### src/rtl/wb_decode_mux_pkg.sv
// Shared types and constants for the Wishbone I/O decoder/multiplexer.
package wb_decode_mux_pkg;

    typedef enum logic [1:0] {
        IDLE   = 2'd0,
        ACTIVE = 2'd1,
        ERR    = 2'd2
    } state_e;

    localparam logic [2:0] CTI_CLASSIC = 3'b000;
    localparam logic [2:0] CTI_INCR    = 3'b010;
    localparam logic [2:0] CTI_EOB     = 3'b111;
    localparam logic [1:0] BTE_LINEAR  = 2'b00;

    typedef enum logic {
        CAUSE_UNMAPPED = 1'b0,
        CAUSE_TIMEOUT  = 1'b1
    } err_cause_e;

    function automatic logic addr_match(input logic [31:0] adr,
                                        input logic [31:0] base,
                                        input logic [31:0] mask);
        return (adr & mask) == base;
    endfunction

endpackage

### src/rtl/wb_decode_mux_addr_decode.sv
// Combinational address decoder: lowest matching slave index wins.
module wb_addr_decode
    import wb_decode_mux_pkg::*;
#(
    parameter int                          NUM_SLAVES = 8,
    parameter logic [NUM_SLAVES*32-1:0]    MATCH_ADDR = '0,
    parameter logic [NUM_SLAVES*32-1:0]    MATCH_MASK = '0
) (
    input  logic [31:0]           adr_i,
    output logic [NUM_SLAVES-1:0] sel_o,
    output logic                  hit_o
);

    always_comb begin
        sel_o = '0;
        hit_o = 1'b0;
        for (int i = 0; i < NUM_SLAVES; i++) begin
            if (!hit_o && addr_match(adr_i, MATCH_ADDR[32*i +: 32], MATCH_MASK[32*i +: 32])) begin
                sel_o[i] = 1'b1;
                hit_o    = 1'b1;
            end
        end
    end

endmodule

### src/rtl/wb_decode_mux.sv
// Wishbone single-master, N-slave decoder/mux with bus error and access watchdog.
// Optional error statistics ports: define WB_DECODE_MUX_STATS_EN.
//   state  | meaning
//   IDLE   | no access; decode on cyc&stb
//   ACTIVE | selected slave owns the cycle until cyc falls
//   ERR    | one-cycle error response (unmapped or timeout)
module wb_decode_mux
    import wb_decode_mux_pkg::*;
#(
    parameter int                          NUM_SLAVES = 8,
    parameter int                          DW         = 32,
    parameter logic [NUM_SLAVES*32-1:0]    MATCH_ADDR = '0,
    parameter logic [NUM_SLAVES*32-1:0]    MATCH_MASK = '0,
    parameter int unsigned                 TIMEOUT    = 255
) (
    input  logic                         wb_clk_i,
    input  logic                         wb_rst_ni,

    input  logic [31:0]                  wbm_adr_i,
    input  logic [DW-1:0]                wbm_dat_i,
    input  logic [DW/8-1:0]              wbm_sel_i,
    input  logic                         wbm_we_i,
    input  logic                         wbm_cyc_i,
    input  logic                         wbm_stb_i,
    input  logic [2:0]                   wbm_cti_i,
    input  logic [1:0]                   wbm_bte_i,
    output logic [DW-1:0]                wbm_dat_o,
    output logic                         wbm_ack_o,
    output logic                         wbm_err_o,
    output logic                         wbm_rty_o,

    output logic [NUM_SLAVES*32-1:0]     wbs_adr_o,
    output logic [NUM_SLAVES*DW-1:0]     wbs_dat_o,
    output logic [NUM_SLAVES*DW/8-1:0]   wbs_sel_o,
    output logic [NUM_SLAVES-1:0]        wbs_we_o,
    output logic [NUM_SLAVES*3-1:0]      wbs_cti_o,
    output logic [NUM_SLAVES*2-1:0]      wbs_bte_o,
    output logic [NUM_SLAVES-1:0]        wbs_cyc_o,
    output logic [NUM_SLAVES-1:0]        wbs_stb_o,
    input  logic [NUM_SLAVES*DW-1:0]     wbs_dat_i,
    input  logic [NUM_SLAVES-1:0]        wbs_ack_i,
    input  logic [NUM_SLAVES-1:0]        wbs_err_i,
    input  logic [NUM_SLAVES-1:0]        wbs_rty_i
`ifdef WB_DECODE_MUX_STATS_EN
   ,output logic [15:0]                  err_count_o,
    output logic [31:0]                  last_err_adr_o,
    output logic                         last_err_cause_o
`endif
);

    localparam logic [15:0] TO_LIMIT = 16'(TIMEOUT);

    state_e                  state_q, state_d;
    logic [NUM_SLAVES-1:0]   sel_q, sel_d;
    logic [15:0]             cnt_q, cnt_d;

    logic [NUM_SLAVES-1:0]   dec_sel;
    logic                    dec_hit;
    logic                    rsp_ack, rsp_err, rsp_rty, rsp_any;
    logic [DW-1:0]           rsp_dat;
    logic                    at_limit;

    wb_addr_decode #(
        .NUM_SLAVES (NUM_SLAVES),
        .MATCH_ADDR (MATCH_ADDR),
        .MATCH_MASK (MATCH_MASK)
    ) u_addr_decode (
        .adr_i (wbm_adr_i),
        .sel_o (dec_sel),
        .hit_o (dec_hit)
    );

    assign wbs_adr_o = {NUM_SLAVES{wbm_adr_i}};
    assign wbs_dat_o = {NUM_SLAVES{wbm_dat_i}};
    assign wbs_sel_o = {NUM_SLAVES{wbm_sel_i}};
    assign wbs_we_o  = {NUM_SLAVES{wbm_we_i}};
    assign wbs_cti_o = {NUM_SLAVES{wbm_cti_i}};
    assign wbs_bte_o = {NUM_SLAVES{wbm_bte_i}};

    // Responses from unselected slaves are masked out here.
    assign rsp_ack  = |(wbs_ack_i & sel_q);
    assign rsp_err  = |(wbs_err_i & sel_q);
    assign rsp_rty  = |(wbs_rty_i & sel_q);
    assign rsp_any  = rsp_ack | rsp_err | rsp_rty;
    assign at_limit = (state_q == ACTIVE) && (cnt_q == TO_LIMIT);

    always_comb begin
        rsp_dat = '0;
        for (int i = 0; i < NUM_SLAVES; i++) begin
            if (sel_q[i]) begin
                rsp_dat |= wbs_dat_i[DW*i +: DW];
            end
        end
    end

    always_ff @(posedge wb_clk_i) begin
        if (!wb_rst_ni) begin
            state_q <= IDLE;
            sel_q   <= '0;
            cnt_q   <= '0;
        end else begin
            state_q <= state_d;
            sel_q   <= sel_d;
            cnt_q   <= cnt_d;
        end
    end

    always_comb begin
        state_d = state_q;
        sel_d   = sel_q;
        cnt_d   = cnt_q;
        unique case (state_q)
            IDLE: begin
                cnt_d = '0;
                if (wbm_cyc_i && wbm_stb_i) begin
                    sel_d   = dec_sel;
                    state_d = dec_hit ? ACTIVE : ERR;
                end
            end
            ACTIVE: begin
                if (!wbm_cyc_i) begin
                    state_d = IDLE;
                    cnt_d   = '0;
                end else if (rsp_any) begin
                    cnt_d = '0;
                end else if (at_limit) begin
                    state_d = ERR;
                    cnt_d   = '0;
                end else if (wbm_stb_i) begin
                    cnt_d = cnt_q + 16'd1;
                end
            end
            ERR: begin
                state_d = IDLE;
                cnt_d   = '0;
            end
            default: begin
                state_d = IDLE;
                cnt_d   = '0;
            end
        endcase
    end

    // Strobes are withdrawn in the cycle the watchdog expires.
    always_comb begin
        wbs_cyc_o = '0;
        wbs_stb_o = '0;
        wbm_dat_o = '0;
        wbm_ack_o = 1'b0;
        wbm_err_o = 1'b0;
        wbm_rty_o = 1'b0;
        unique case (state_q)
            ACTIVE: begin
                if (!at_limit) begin
                    wbs_cyc_o = wbm_cyc_i ? sel_q : '0;
                    wbs_stb_o = (wbm_cyc_i && wbm_stb_i) ? sel_q : '0;
                end
                wbm_dat_o = rsp_dat;
                wbm_ack_o = rsp_ack;
                wbm_err_o = rsp_err;
                wbm_rty_o = rsp_rty;
            end
            ERR: begin
                wbm_err_o = 1'b1;
            end
            default: ;
        endcase
    end

`ifdef WB_DECODE_MUX_STATS_EN
    logic [15:0] err_count_q;
    logic [31:0] last_err_adr_q;
    err_cause_e  last_err_cause_q;

    always_ff @(posedge wb_clk_i) begin
        if (!wb_rst_ni) begin
            err_count_q      <= '0;
            last_err_adr_q   <= '0;
            last_err_cause_q <= CAUSE_UNMAPPED;
        end else if (state_d == ERR && state_q != ERR) begin
            if (err_count_q != 16'hffff) begin
                err_count_q <= err_count_q + 16'd1;
            end
            last_err_adr_q   <= wbm_adr_i;
            last_err_cause_q <= (state_q == IDLE) ? CAUSE_UNMAPPED : CAUSE_TIMEOUT;
        end
    end

    assign err_count_o      = err_count_q;
    assign last_err_adr_o   = last_err_adr_q;
    assign last_err_cause_o = last_err_cause_q;
`endif

endmodule

### config.mk
export PLATFORM = sky130hd
export DESIGN_NAME = wb_decode_mux
export DESIGN_NICKNAME = d
export VERILOG_FILES = /design/src/rtl/wb_decode_mux_pkg.sv /design/src/rtl/wb_decode_mux_addr_decode.sv /design/src/rtl/wb_decode_mux.sv
export SDC_FILE = /design/constraint.sdc
export NUM_CORES = 1
export LEC_CHECK = 0
export CORE_AREA = 2 2 387 389
export DETAILED_ROUTE_END_ITERATION = 7
export DIE_AREA = 0 0 389 391
export GPL_TIMING_DRIVEN = 0
export SLEW_MARGIN = 10
export SYNTH_ARGS = -nofsm -noshare
export SYNTH_HDL_FRONTEND = slang
export SYNTH_SLANG_ARGS = --single-unit
### constraint.sdc
create_clock -name wb_clk_i -period 2.65 [get_ports wb_clk_i]
set_input_delay 0.265 -clock wb_clk_i [delete_from_list [all_inputs] [get_ports wb_clk_i]]
set_output_delay 0.265 -clock wb_clk_i [all_outputs]
set_load 0.05 [all_outputs]
# Yosys cells after proc, flatten, opt, wreduce, memory -nomap -nowiden
# Index checks and enable logic that the tools add are counted.
# op_classes
n_reduce_logical,9
n_mux,16
eq_ne,6
add_sub_neg,1
bitwise,8
# op_table
cell,n
2-to-1 mux 32 bit,2
bitwise AND 8 x 1 -> 8 bit,3
OR reduction 8 bit,3
"adder 16 x 1 -> 16 bit, second input constant",1
"equality test 16 x 8 -> 1 bit, second input constant",1
2-to-1 mux 1 bit,8
2-to-1 mux 2 bit,4
"inequality test 3 bit, second input constant",2
OR reduction 5 bit,1
one-hot mux 2 bit (2 select lines),1
NOT 1 bit,3
AND reduction 3 bit,1
"equality test 2 x 1 -> 1 bit, second input constant",1
"equality test 2 bit, second input constant",1
logical AND 1 bit,2
zero test 2 bit,1
"inequality test 2 bit, second input constant",1
OR 1 bit,2
one-hot mux 1 bit (2 select lines),1
AND reduction 2 bit,1
# word_totals
out_inout_bits,643
input_bits,358
regBits,19

# Longest topological paths before layout
# depth
ltp_word,7
ltp_mapped,8

# Modules after synthesis
# Synthesis repeated with hierarchy kept, for this count alone.
# hier_totals
cells_unflattened,966
area_unflattened_um2,7534.7
# modules_own_cells
module,cells_each,area_per_inst_um2,instances
wb_decode_mux,955,7459.7,1
wb_addr_decode,11,75.1,1

# Least setup slack after synthesis
# No wires, ideal clock.
# synth_timing
path_kind,register to output
startpoint,register cnt_q[9]
endpoint,output wbs_stb_o[0]
path_stages_with_launch,4
slack_ns,0.763
required_ns,2.385
arrival_ns,1.622
path_buffers,0
path_cell_list,dfxtp_1 or4_1 o41a_1 and3_1
# synth_via
elab_chain_cells,4
# synth_rtl
element,line,source
"start, declared",wb_decode_mux.sv:55,"logic [15:0] cnt_q, cnt_d;"
"start signal, assigned",wb_decode_mux.sv:104,cnt_q <= cnt_d;
equality test 16 x 8 -> 1 bit,wb_decode_mux.sv:85,assign at_limit = (state_q == ACTIVE) && (cnt_q == TO_LIMIT);
logical AND 1 bit,wb_decode_mux.sv:85,
2-to-1 mux 1 bit,wb_decode_mux.sv:154,if (!at_limit) begin
2-to-1 mux 1 bit,wb_decode_mux.sv:152,unique case (state_q)
"end, declared",wb_decode_mux.sv:39,"output logic [NUM_SLAVES-1:0] wbs_stb_o,"
# No other way between the ends.

# Worst setup path after layout
# layout_timing
startpoint,register state_q[1]
endpoint,output wbm_dat_o[10]
# layout_via
elab_chain_cells,2
# layout_rtl
element,line,source
"start, declared",wb_decode_mux.sv:53,"state_e state_q, state_d;"
"start signal, assigned",wb_decode_mux.sv:102,state_q <= state_d;
equality test 2 x 1 -> 1 bit,wb_decode_mux.sv:152,
2-to-1 mux 32 bit,wb_decode_mux.sv:152,
"end, declared",wb_decode_mux.sv:27,"output logic [DW-1:0] wbm_dat_o,"
# No other way between the ends.

==> results.toml <==
[status]
status = "finished clean"

[critical_path]
crit_fanout = 10
rrSetupSlack_ns = 0.63
slowest_stage = "clkdlybuf4s15_1"
critPathArrivalTime_ns = 2.23
criticalPathCategory = "flip-flop to primary output"
cp-start-kind = "flip-flop"
worstPathCellList = "inv_1 > ha_1 > clkbuf_1 > clkbuf_1 > and3_1 > clkdlybuf4s15_1"
cp.required_ns = 2.38
cpPeakStageDelay_ns = 0.52
crit_path_end_kind = "primary output"
cp_common_cell = "clkbuf_1"

[route]
routed-wl-met3_mm = 3.17
antenna_left = 0
post_drt_wl_per_cell_microns = 9.12
drc = 0
routed-via-count = 6358
via_per_inst = 1.87
top_layer_used = "met4"
wl_met2_mm = 16.1
first_iter_violations = 114
drtPass1Iterations = 4
routed_wl_mm = 30.9
drt-met1-wl_mm = 11.3

[logic_synthesis]
synth-compound-area-share_pct = 0.873
synth_xor_xnor_area_share_pct = 2.29
synthSimpleGateAreaFrac_pct = 8.73
synth_ff_type = "dfxtp_1"
synth_cell_types = 27
synth_area_sq_um = 5740
ys_seq_area_share_pct = 6.63
synth-edff-count = 0
synth_top_family_by_area = "buffers and inverters"
ys_async_sr_fraction_pct = 0
synthMuxAreaShare_pct = 0.349
synthCells = 757
syn_area_per_cell_sq_um = 7.58
ys_seq_elements = 19
synth_adder_area_share_pct = 0.873
yosys_warnings = 0

[clock_network]
cts_sinks = 19
cts_hold_buf = 0
clock_latency_ns = 0.25
clkTransAtPathRegs_ns = 0.05
cts_made_buffers = 3
cts_htree_levels = 1
clock_path_buffers = 2
post_cts_resized = 42
root_buffer = "clkbuf_16"
cts_tree = "built"
postCtsSetupBuffers = 0

[timing]
finalSetupViolations = 0
timing.final.crit_share_pct = 94.1
relSlewSlack_pct = 49.8
rsz0062_at_grt = "no"
slew_violations = 0
hold_viol = 0
fmax_mhz = 401
worstMarginPinSlew_ns = 0.751
period_minus_slack_ns = 2.49
skew_ns = 0.00102
worst_slack_ns = 0.156

[finish]
layout_commonest_cell = "clkdlybuf4s50_1"
final_cell_area_sq_um = 14900
drive_gt1_share_pct = 43.2
fin_util_pct = 10.1
fill_cells = 17200
layout_common_cells = "clkdlybuf4s50_1 (634), buf_4 (606), and3_1 (36), nor2_1 (20)"
nets = 1804
register_area_sq_um = 380
multiInputGateArea_sq_um = 805
syn_to_final_growth_pct = 160
stdcell_count = 3391

[power]
peakVddDrop_mv = 0.277
power_density_nw_per_um2 = 299
finalPower_mw = 4.47
p_leak_nw = 6.23

[placement]
placed_area_sq_um = 14900
place_inst = 3381
pre_cts_ws_ns = -0.529
gp_congestion = 0.712
io_buffers = 667
place_hpwl_mm = 28.7

[floorplanning]
chipWidth_microns = 389
start_util_pct = 3.86
rows = 142
core_sq_um = 149000
io_pins = 1001
die_area_sq_um = 152000
die_h_microns = 391

[global_routing]
track_usage_pct = 3.60
grt_overflow = 0
antenna_found_initial = 13
grt_max_degree = 12
grt_pass1_wl_mm = 39.9
grt_pass1_vias = 5942

[hold_path]
hp-class = "flip-flop to flip-flop"

[run]
cap_violations = 0
## registers in the layout, summed over array words and instances (netlist names)
signal and count:
state_q 2, sel_q 1, cnt_q 16
## through the flow
stage / setup TNS (ns) / hold WS (ns)
floorplan: 0 / 0.393
global placement: -4.67 / 0.473
detailed placement: -5.17 / 0.485
CTS: 0 / 0.493
global route: 0 / 0.523
finish: 0 / 0.485
## report_power, final
part           switching [mW]  leakage [nW]  internal (mW)
clock network           0.114        0.0409          0.203
logic                    2.36          6.04           1.48
registers              0.0129         0.154          0.302
total                    2.49          6.23           1.98
## logic make-up after synthesis
group,after synthesis
other,1
DFF,19
xor gates and xnor gates,15
adders and majority gates,4
buffers and inverters,619
and+or+nand+nor,91
muxes,2
AOI/OAI and AO/OA,6
## path summary, 6_finish.rpt
check,from,end,cells past startpoint
min reg2reg,state_q[0],state_q[0],2
max reg2reg,cnt_q[0],cnt_q[7],6
min,state_q[0],state_q[0],2
max,state_q[1],wbm_dat_o[10],6
## cell usage after synthesis, types with 3 or more instances
cell | instances | share of area, %
xor2_1 | 4 | 0.61
nor3_1 | 3 | 0.26
nand3_1 | 4 | 0.35
nor2_1 | 20 | 1.3
nor4_1 | 4 | 0.44
nand2_1 | 8 | 0.52
clkbuf_1 | 10 | 0.65
buf_4 | 606 | 79
dfxtp_1 | 19 | 6.6
nand4_1 | 8 | 0.87
ha_1 | 4 | 0.87
xnor2_1 | 11 | 1.7
and3_1 | 36 | 3.9
## final cells by class
type | instances | share of cell area [%]
Antenna cell | 6 | 0.101
Buffer | 617 | 30.8
Timing Repair Buffer | 667 | 44.3
Multi-Input combinational cell | 132 | 5.39
Clock inverter | 1 | 0.0335
Sequential cell | 19 | 2.55
Clock buffer | 3 | 0.503
Tap cell | 1944 | 16.3
Inverter | 2 | 0.0503
## metal layers
layer / GRT usage, % / vias up
li1: - / 3110
met3: 1.08 / 21
met5: 0 / -
met4: 0.564 / 0
met1: 3.82 / 2722
met2: 7.00 / 505
## worst max-delay path, delay by kind of cell, from the launching register on
kind | cells | cell delay (ns)
fa+ha+maj | 1 | 0.13
buf+inv | 4 | 1.25
flops | 1 | 0.33
simple gates | 1 | 0.26
No activity file was read; power rests on OpenSTA's default activity.
